`src/rtl/do_receiver.sv`:
```
`timescale 1ns/1ps
// -----------------------------------------------------------------------------
// do_receiver
//   Receive end of the LWC DO port. Consumes the do_* stream, assembles 32-bit
//   segment headers and the final status word (MSB first, BUSW/8 bytes per
//   beat), strips them, and forwards segment payload with byte enables.
//   Pad bytes beyond the segment length are dropped.
//
// Parameters
//   BUSW        DO bus width: 8, 16 or 32
//
// Ports
//   clk         clock, all logic on posedge
//   rst         synchronous reset, active low
//   do_data     DO data, byte 0 in [BUSW-1:BUSW-8]
//   do_valid    DO beat valid
//   do_last     DO last beat of the operation (ends the status word)
//   do_ready    DO beat accepted when do_valid & do_ready
//   hdr_valid   one-cycle pulse: segment header decoded
//   seg_type    header [31:28], held until the next header
//   seg_flags   header [27:24], held
//   seg_len     header [15:0] byte count, held
//   pld_data    payload data (pass-through of do_data in a segment)
//   pld_keep    payload byte enables, MSB byte first
//   pld_valid   payload beat valid
//   pld_ready   payload sink ready
//   pld_last    final beat of the current segment
//   stat_valid  one-cycle pulse: status word received
//   stat_ok     1 = success (0xE), 0 = failure (0xF), held until next status
//   err         sticky protocol error, cleared only by reset
// -----------------------------------------------------------------------------
module do_receiver #(
    parameter int BUSW = 32
) (
    input  logic                clk,
    input  logic                rst,
    input  logic [BUSW-1:0]     do_data,
    input  logic                do_valid,
    input  logic                do_last,
    output logic                do_ready,
    output logic                hdr_valid,
    output logic [3:0]          seg_type,
    output logic [3:0]          seg_flags,
    output logic [15:0]         seg_len,
    output logic [BUSW-1:0]     pld_data,
    output logic [BUSW/8-1:0]   pld_keep,
    output logic                pld_valid,
    input  logic                pld_ready,
    output logic                pld_last,
    output logic                stat_valid,
    output logic                stat_ok,
    output logic                err
);

    localparam int NB     = BUSW / 8;
    localparam int HBEATS = 32 / BUSW;
    localparam int CW     = (HBEATS > 1) ? $clog2(HBEATS) : 1;

    localparam logic [3:0] T_PT   = 4'h4;
    localparam logic [3:0] T_CT   = 4'h5;
    localparam logic [3:0] T_TAG  = 4'h8;
    localparam logic [3:0] T_OK   = 4'hE;
    localparam logic [3:0] T_FAIL = 4'hF;

    typedef enum logic [1:0] {
        S_HDR = 2'd0,
        S_PLD = 2'd1,
        S_ERR = 2'd2
    } state_t;

    state_t          state_q;
    logic [CW-1:0]   cnt_q;
    logic [31:0]     hdr_q;
    logic [15:0]     rem_q;
    logic            hdr_valid_q;
    logic            stat_valid_q;
    logic            stat_ok_q;
    logic [3:0]      seg_type_q;
    logic [3:0]      seg_flags_q;
    logic [15:0]     seg_len_q;
    logic            err_q;

    logic [31:0]     hdr_d;
    logic [15:0]     rem_d;
    logic            word_done;
    logic            seg_end;
    logic            in_pld;

    // Remaining-byte decrement that clamps at zero instead of wrapping.
    function automatic logic [15:0] sat_sub(input logic [15:0] rem);
        logic [15:0] r;
        r = '0;
        if (rem > 16'(NB)) begin
            r = rem - 16'(NB);
        end
        return r;
    endfunction

    // Byte enables for the current beat: full bus unless fewer than NB bytes
    // remain, in which case only the top 'rem' byte lanes are valid.
    function automatic logic [NB-1:0] keep_mask(input logic [15:0] rem);
        logic [NB-1:0] m;
        m = '1;
        if (rem < 16'(NB)) begin
            m = ~({NB{1'b1}} >> rem);
        end
        return m;
    endfunction

    // New bytes enter at the bottom so the first byte received ends up in
    // [31:24]. For a 32-bit bus the shift discards the old word entirely.
    assign hdr_d     = (hdr_q << BUSW) | 32'(do_data);
    assign word_done = (cnt_q == CW'(HBEATS - 1));
    assign rem_d     = sat_sub(rem_q);
    assign seg_end   = (rem_q <= 16'(NB));

    // Outputs are forced quiet while rst is asserted, before the edge lands.
    assign in_pld     = rst && (state_q == S_PLD);
    assign do_ready   = rst && ((state_q == S_PLD) ? pld_ready : 1'b1);
    assign pld_valid  = in_pld && do_valid && !do_last;
    assign pld_data   = in_pld ? do_data : '0;
    assign pld_keep   = in_pld ? keep_mask(rem_q) : '0;
    assign pld_last   = in_pld && seg_end;

    assign hdr_valid  = hdr_valid_q;
    assign seg_type   = seg_type_q;
    assign seg_flags  = seg_flags_q;
    assign seg_len    = seg_len_q;
    assign stat_valid = stat_valid_q;
    assign stat_ok    = stat_ok_q;
    assign err        = err_q;

    // Header assembly register: partial words are invalidated through cnt_q,
    // so the data itself needs no reset.
    always_ff @(posedge clk) begin
        if (state_q == S_HDR && do_valid) begin
            hdr_q <= hdr_d;
        end
    end

    always_ff @(posedge clk) begin
        if (!rst) begin
            state_q      <= S_HDR;
            cnt_q        <= '0;
            rem_q        <= '0;
            hdr_valid_q  <= 1'b0;
            stat_valid_q <= 1'b0;
            stat_ok_q    <= 1'b0;
            seg_type_q   <= '0;
            seg_flags_q  <= '0;
            seg_len_q    <= '0;
            err_q        <= 1'b0;
        end else begin
            hdr_valid_q  <= 1'b0;
            stat_valid_q <= 1'b0;
            case (state_q)
                S_HDR: begin
                    if (do_valid) begin
                        if (!word_done) begin
                            cnt_q <= cnt_q + CW'(1);
                            if (do_last) begin
                                state_q <= S_ERR;
                                err_q   <= 1'b1;
                            end
                        end else begin
                            cnt_q <= '0;
                            if (hdr_d[31:28] == T_OK || hdr_d[31:28] == T_FAIL) begin
                                // The status word must close the operation.
                                if (do_last) begin
                                    stat_valid_q <= 1'b1;
                                    stat_ok_q    <= (hdr_d[31:28] == T_OK);
                                end else begin
                                    state_q <= S_ERR;
                                    err_q   <= 1'b1;
                                end
                            end else if (hdr_d[31:28] == T_PT || hdr_d[31:28] == T_CT ||
                                         hdr_d[31:28] == T_TAG) begin
                                if (do_last) begin
                                    state_q <= S_ERR;
                                    err_q   <= 1'b1;
                                end else begin
                                    hdr_valid_q <= 1'b1;
                                    seg_type_q  <= hdr_d[31:28];
                                    seg_flags_q <= hdr_d[27:24];
                                    seg_len_q   <= hdr_d[15:0];
                                    // An empty segment has no payload beats.
                                    if (hdr_d[15:0] != 16'd0) begin
                                        rem_q   <= hdr_d[15:0];
                                        state_q <= S_PLD;
                                    end
                                end
                            end else begin
                                state_q <= S_ERR;
                                err_q   <= 1'b1;
                            end
                        end
                    end
                end
                S_PLD: begin
                    // do_last inside a segment is fatal even if the sink stalls.
                    if (do_valid && do_last) begin
                        state_q <= S_ERR;
                        err_q   <= 1'b1;
                    end else if (do_valid && pld_ready) begin
                        rem_q <= rem_d;
                        if (seg_end) begin
                            state_q <= S_HDR;
                        end
                    end
                end
                S_ERR: begin
                    err_q <= 1'b1;
                end
                default: begin
                    state_q <= S_ERR;
                    err_q   <= 1'b1;
                end
            endcase
        end
    end

endmodule
```
`config.mk`:
```
export PLATFORM = sky130hd
export DESIGN_NAME = do_receiver
export DESIGN_NICKNAME = d
export VERILOG_FILES = /design/src/rtl/do_receiver.sv
export SDC_FILE = /design/constraint.sdc
export NUM_CORES = 1
export LEC_CHECK = 0
export ABC_CLOCK_PERIOD_IN_PS = 5200
export CORE_ASPECT_RATIO = 0.9
export CORE_MARGIN = 2
export CORE_UTILIZATION = 25
export DETAILED_ROUTE_END_ITERATION = 16
export HOLD_SLACK_MARGIN = 0.02
export SETUP_SLACK_MARGIN = 0.5
export SYNTH_ARGS = -nofsm -noshare
export SYNTH_HDL_FRONTEND = slang
export SYNTH_SLANG_ARGS = --single-unit
```
`constraint.sdc`:
```
create_clock -name clk -period 5.2 [get_ports clk]
set_input_delay 0.52 -clock clk [delete_from_list [all_inputs] [get_ports clk]]
set_output_delay 0.52 -clock clk [all_outputs]
set_load 0.005 [all_outputs]
```
==> run summary <==
* completed — result of the run
* 103 — IO buf count
* sky130_fd_sc_hd__dfxtp_1 — Primary FF master, synth
* 0 — Final setup violation count
* 4.28% — fraction of layout instances using a drive strength above 1
* 0 — final hold violation count
* 2.88 ns — Data arrival, critical path
* 38.7% — Final Util
* 120 — Starting DRT DRC Count
* sky130_fd_sc_hd__dfxtp_1 — library cell with the largest summed area after synthesis
* rem_q[5]$_SDFFE_PN0P_ — RR Startpoint
* or4_4 -> or2_2 -> or2_2 -> nor3_1 -> nor2_1 -> a31o_2 -> clkdlybuf4s50_1 — CP cell instances
* 4.68 ns — required time of the critical path
* 2 — maximum number of buffers from clock root to sink
* 95.4 microns — Die H
* 2 — total number of H-tree levels
* 519 — Final Instance Count excl. Fillers
* 2,576 — via count
* seg_len[9]$_SDFFE_PN0P_ — Hold EP
* rem_q[4]$_SDFFE_PN0P_ — worst flop-to-flop path endpoint
* 0 — count of flip-flops with a built-in enable after synthesis
* 46 — largest net degree at the start of global routing
* 0 — Max-cap violations
* flop — startpoint type of the worst setup path
* 6 — crit path max fanout
* 0.30 ns — clock network latency to the later pin of the worst-skew pair
* sky130_fd_sc_hd__clkbuf_8 — Clk Tree Root Cell
* sky130_fd_sc_hd__dfxtp_1 40%, sky130_fd_sc_hd__and3_1 9.4%, sky130_fd_sc_hd__nand2_1 9.2%, sky130_fd_sc_hd__a21oi_1 7.6%, sky130_fd_sc_hd__nor2_1 3.9% — dominant cells by area after synthesis
* 0 — total of warnings raised by yosys
* 10,100 sq um — area of the die
* 2 — Hold Path Stages
* 25.5% — starting utilization of the core area
* yes — TritonCTS clock tree
* 197 nW/um^2 — areal power density over the cells
* 41.0% — Slew headroom
* 0 — diode insertion count for antenna repair
* 15.7 microns — WL/cell
* 0.455 ns — worst slack on hold paths
* 0.09 ns — post-CTS clock slew at the launch and capture registers of the worst setup and hold paths
* 512 — # placed instances
* 7.58 sq um — mean post-synth cell area
* 5750 microns — detailed placer's ending HPWL
* 3.40 ns — time the final worst path needs with I/O delays and setup
* 1.87 ns — reg2reg setup slack
* 0 — total count of max-transition violations in the final report
* 345 — nets in the synthesized netlist
* 39.7% — share of the yosys chip area belonging to registers
* 0 — remaining global-route overflow
* 1.33 nW — leakage component of the power
* 4.96 — Via-to-Cell Ratio
* 0% — FFs w/ async S/R, synth
* 7 — number of cells traversed by the worst register-to-register path
* 2,487 — vias in the first global route
* output pin — CP endpoint kind
* flop to output pin — WS Path Type
* 0 — number of antenna-violating nets in the routed design
* 0 — DRC violation count after routing
* 104 — IO Pins
* 0.294 GHz — maximum operating frequency
* 0.00703 ns — Clock Skews
* 8150 microns — total wire length
* 0 — hold buffers post-CTS
* 65.4% — share of the clock period used by the worst path after layout
* 12,800 microns — global-route wire length before repair
* 16.0% — GRT Total Usage
* 46 — total of flip-flops plus latches after synthesis
* 2320 sq um — Post-Synthesis Cell Area
* seg_len[9]$_SDFFE_PN0P_ — launch point of the worst hold path
* 0 — post-CTS setup-driven buffer insertion count
* 0 ns — final-layout setup total negative slack
* 0.0000930 V — Worst IR Drop VDD
* 306 — Post-Syn Instances
* 0.886 ns — Least-Margin Pin Slew
* 436 — Total Nets Final
* 33 — row count
* sky130_fd_sc_hd__or4_4 — crit path max-delay cell type
* 0.849 — routability cong.
* 5 — Num CTS Buffers
* sky130_fd_sc_hd__or2_2 — dominant cell type by count on the critical path
* 51.5% — area added between synthesis and finish
* 9080 sq um — area of the core region
* 46 — total number of clock tree sinks
* false — unrepaired setup endpoints after global routing
* 39.7% — Synth top area share
* 42 — distinct cell type count of the synthesized netlist
* 0 — number of antenna violations at the first check in global routing
* 0.57 ns — Crit path largest cell delay
* rem_q[5]$_SDFFE_PN0P_ — worst setup path startpoint
* 4 — detailed-router iteration count before antenna repair
* 0 — PostCTS Resize Cnt
* 106 microns — overall die width
* flop to flop — classification of the worst-slack hold path
## registers in the layout, summed over array words and instances (netlist names)
register,count
rem_q,16
seg_len,16
seg_flags,4
seg_type,4
state_q,2
err,1
hdr_valid,1
stat_ok,1
stat_valid,1
## layer usage
metal	global-route usage [%]	up-vias	wire (microns)	share of wire (%)
li1	-	1271	-	-
met2	26.0	95	3710	45
met5	0	-	0	0
met3	4.17	9	629	7.7
met1	21.3	1201	3720	46
met4	3.95	0	97	1.2
## cells in the final DEF (no fill, tap or decap), types with 4 or more instances in the layout
cell,Yosys,layout
sky130_fd_sc_hd__nand2_1,57,57
sky130_fd_sc_hd__nor4_1,8,8
sky130_fd_sc_hd__a21oi_1,35,35
sky130_fd_sc_hd__clkdlybuf4s50_1,0,103
sky130_fd_sc_hd__nor3_1,9,9
sky130_fd_sc_hd__a31oi_1,4,4
sky130_fd_sc_hd__clkbuf_8,0,5
sky130_fd_sc_hd__or3_1,4,4
sky130_fd_sc_hd__nor2_1,24,24
sky130_fd_sc_hd__xor2_1,4,4
sky130_fd_sc_hd__dfxtp_1,46,46
sky130_fd_sc_hd__o21ai_0,10,10
sky130_fd_sc_hd__and3_1,35,35
## metrics by stage
stage	worst slack, ns	power, mW	cell area [sq um]
6_report	1.80	0.693	3510
4_1_cts	1.79	0.700	3510
3_3_place_gp	1.98	0.487	3440
3_5_place_dp	1.91	0.489	3440
5_1_grt	1.66	0.727	3510
2_1_floorplan	2.27	0.425	2320
## kinds of logic (layout without fill, tap and decap cells)
kind of cell             after synthesis  in the layout  share of synthesized area [%]
AO/OA/AOI/OAI                         68             68                           17.7
XOR/XNOR                               4              4                           1.51
adder cells (fa/ha/maj)                2              2                           1.08
multiplexers                           2              2                          0.863
flip-flops                            46             46                           39.7
AND/OR/NAND/NOR                      159            159                           34.7
buffers and inverters                 25            116                           4.42
## critical path: cells and delay by family (launching register included)
family                 cells  cell delay [ns]
AND/OR/NAND/NOR            5             1.55
buffers and inverters      1             0.44
AO/OA/AOI/OAI              1             0.23
flip-flops                 1             0.37
## worst max-delay path by stage
stage	to	slack, ns	cells past startpoint
2_1_floorplan	rem_q[14]$_SDFFE_PN0P_	2.27	9
3_3_place_gp	rem_q[8]$_SDFFE_PN0P_	1.98	7
3_5_place_dp	rem_q[8]$_SDFFE_PN0P_	1.91	7
4_1_cts	pld_keep[1]	1.79	7
5_1_grt	pld_keep[1]	1.66	7
6_report	pld_keep[1]	1.80	7
## synthesized netlist by cell type, types with 2 or more instances
cell type,count
sky130_fd_sc_hd__o21bai_1,2
sky130_fd_sc_hd__clkbuf_1,19
sky130_fd_sc_hd__o21ai_0,10
sky130_fd_sc_hd__a31oi_1,4
sky130_fd_sc_hd__nand4b_1,3
sky130_fd_sc_hd__a211oi_1,2
sky130_fd_sc_hd__or2_2,3
sky130_fd_sc_hd__a31o_2,2
sky130_fd_sc_hd__xor2_1,4
sky130_fd_sc_hd__mux2i_1,2
sky130_fd_sc_hd__dfxtp_1,46
sky130_fd_sc_hd__nand3_1,2
sky130_fd_sc_hd__and3_1,35
sky130_fd_sc_hd__nand4_1,2
sky130_fd_sc_hd__nand2b_1,3
sky130_fd_sc_hd__o32ai_1,2
sky130_fd_sc_hd__a221oi_1,3
sky130_fd_sc_hd__nor4_1,8
sky130_fd_sc_hd__o41a_1,2
sky130_fd_sc_hd__nor3_1,9
sky130_fd_sc_hd__nor2_1,24
sky130_fd_sc_hd__nor2b_1,2
sky130_fd_sc_hd__or4_1,3
sky130_fd_sc_hd__a21oi_1,35
sky130_fd_sc_hd__ha_1,2
sky130_fd_sc_hd__inv_1,2
sky130_fd_sc_hd__or3_1,4
sky130_fd_sc_hd__nand2_1,57
## final cells by class
cell class | instances | area (sq um)
inverters | 3 | 11.3
well taps | 122 | 153
clock buffers | 7 | 76.3
repair buffers | 106 | 1050
multi-input cells | 235 | 1300
flip-flops and latches | 46 | 921
fillers | 957 | 5570
## where the power goes
part / switching, mW / internal [mW]
Combinational: 0.0574 / 0.0569
Clock: 0.120 / 0.0929
Sequential: 0.00624 / 0.360
Total: 0.183 / 0.510
Power figures use the tool's default switching activity.
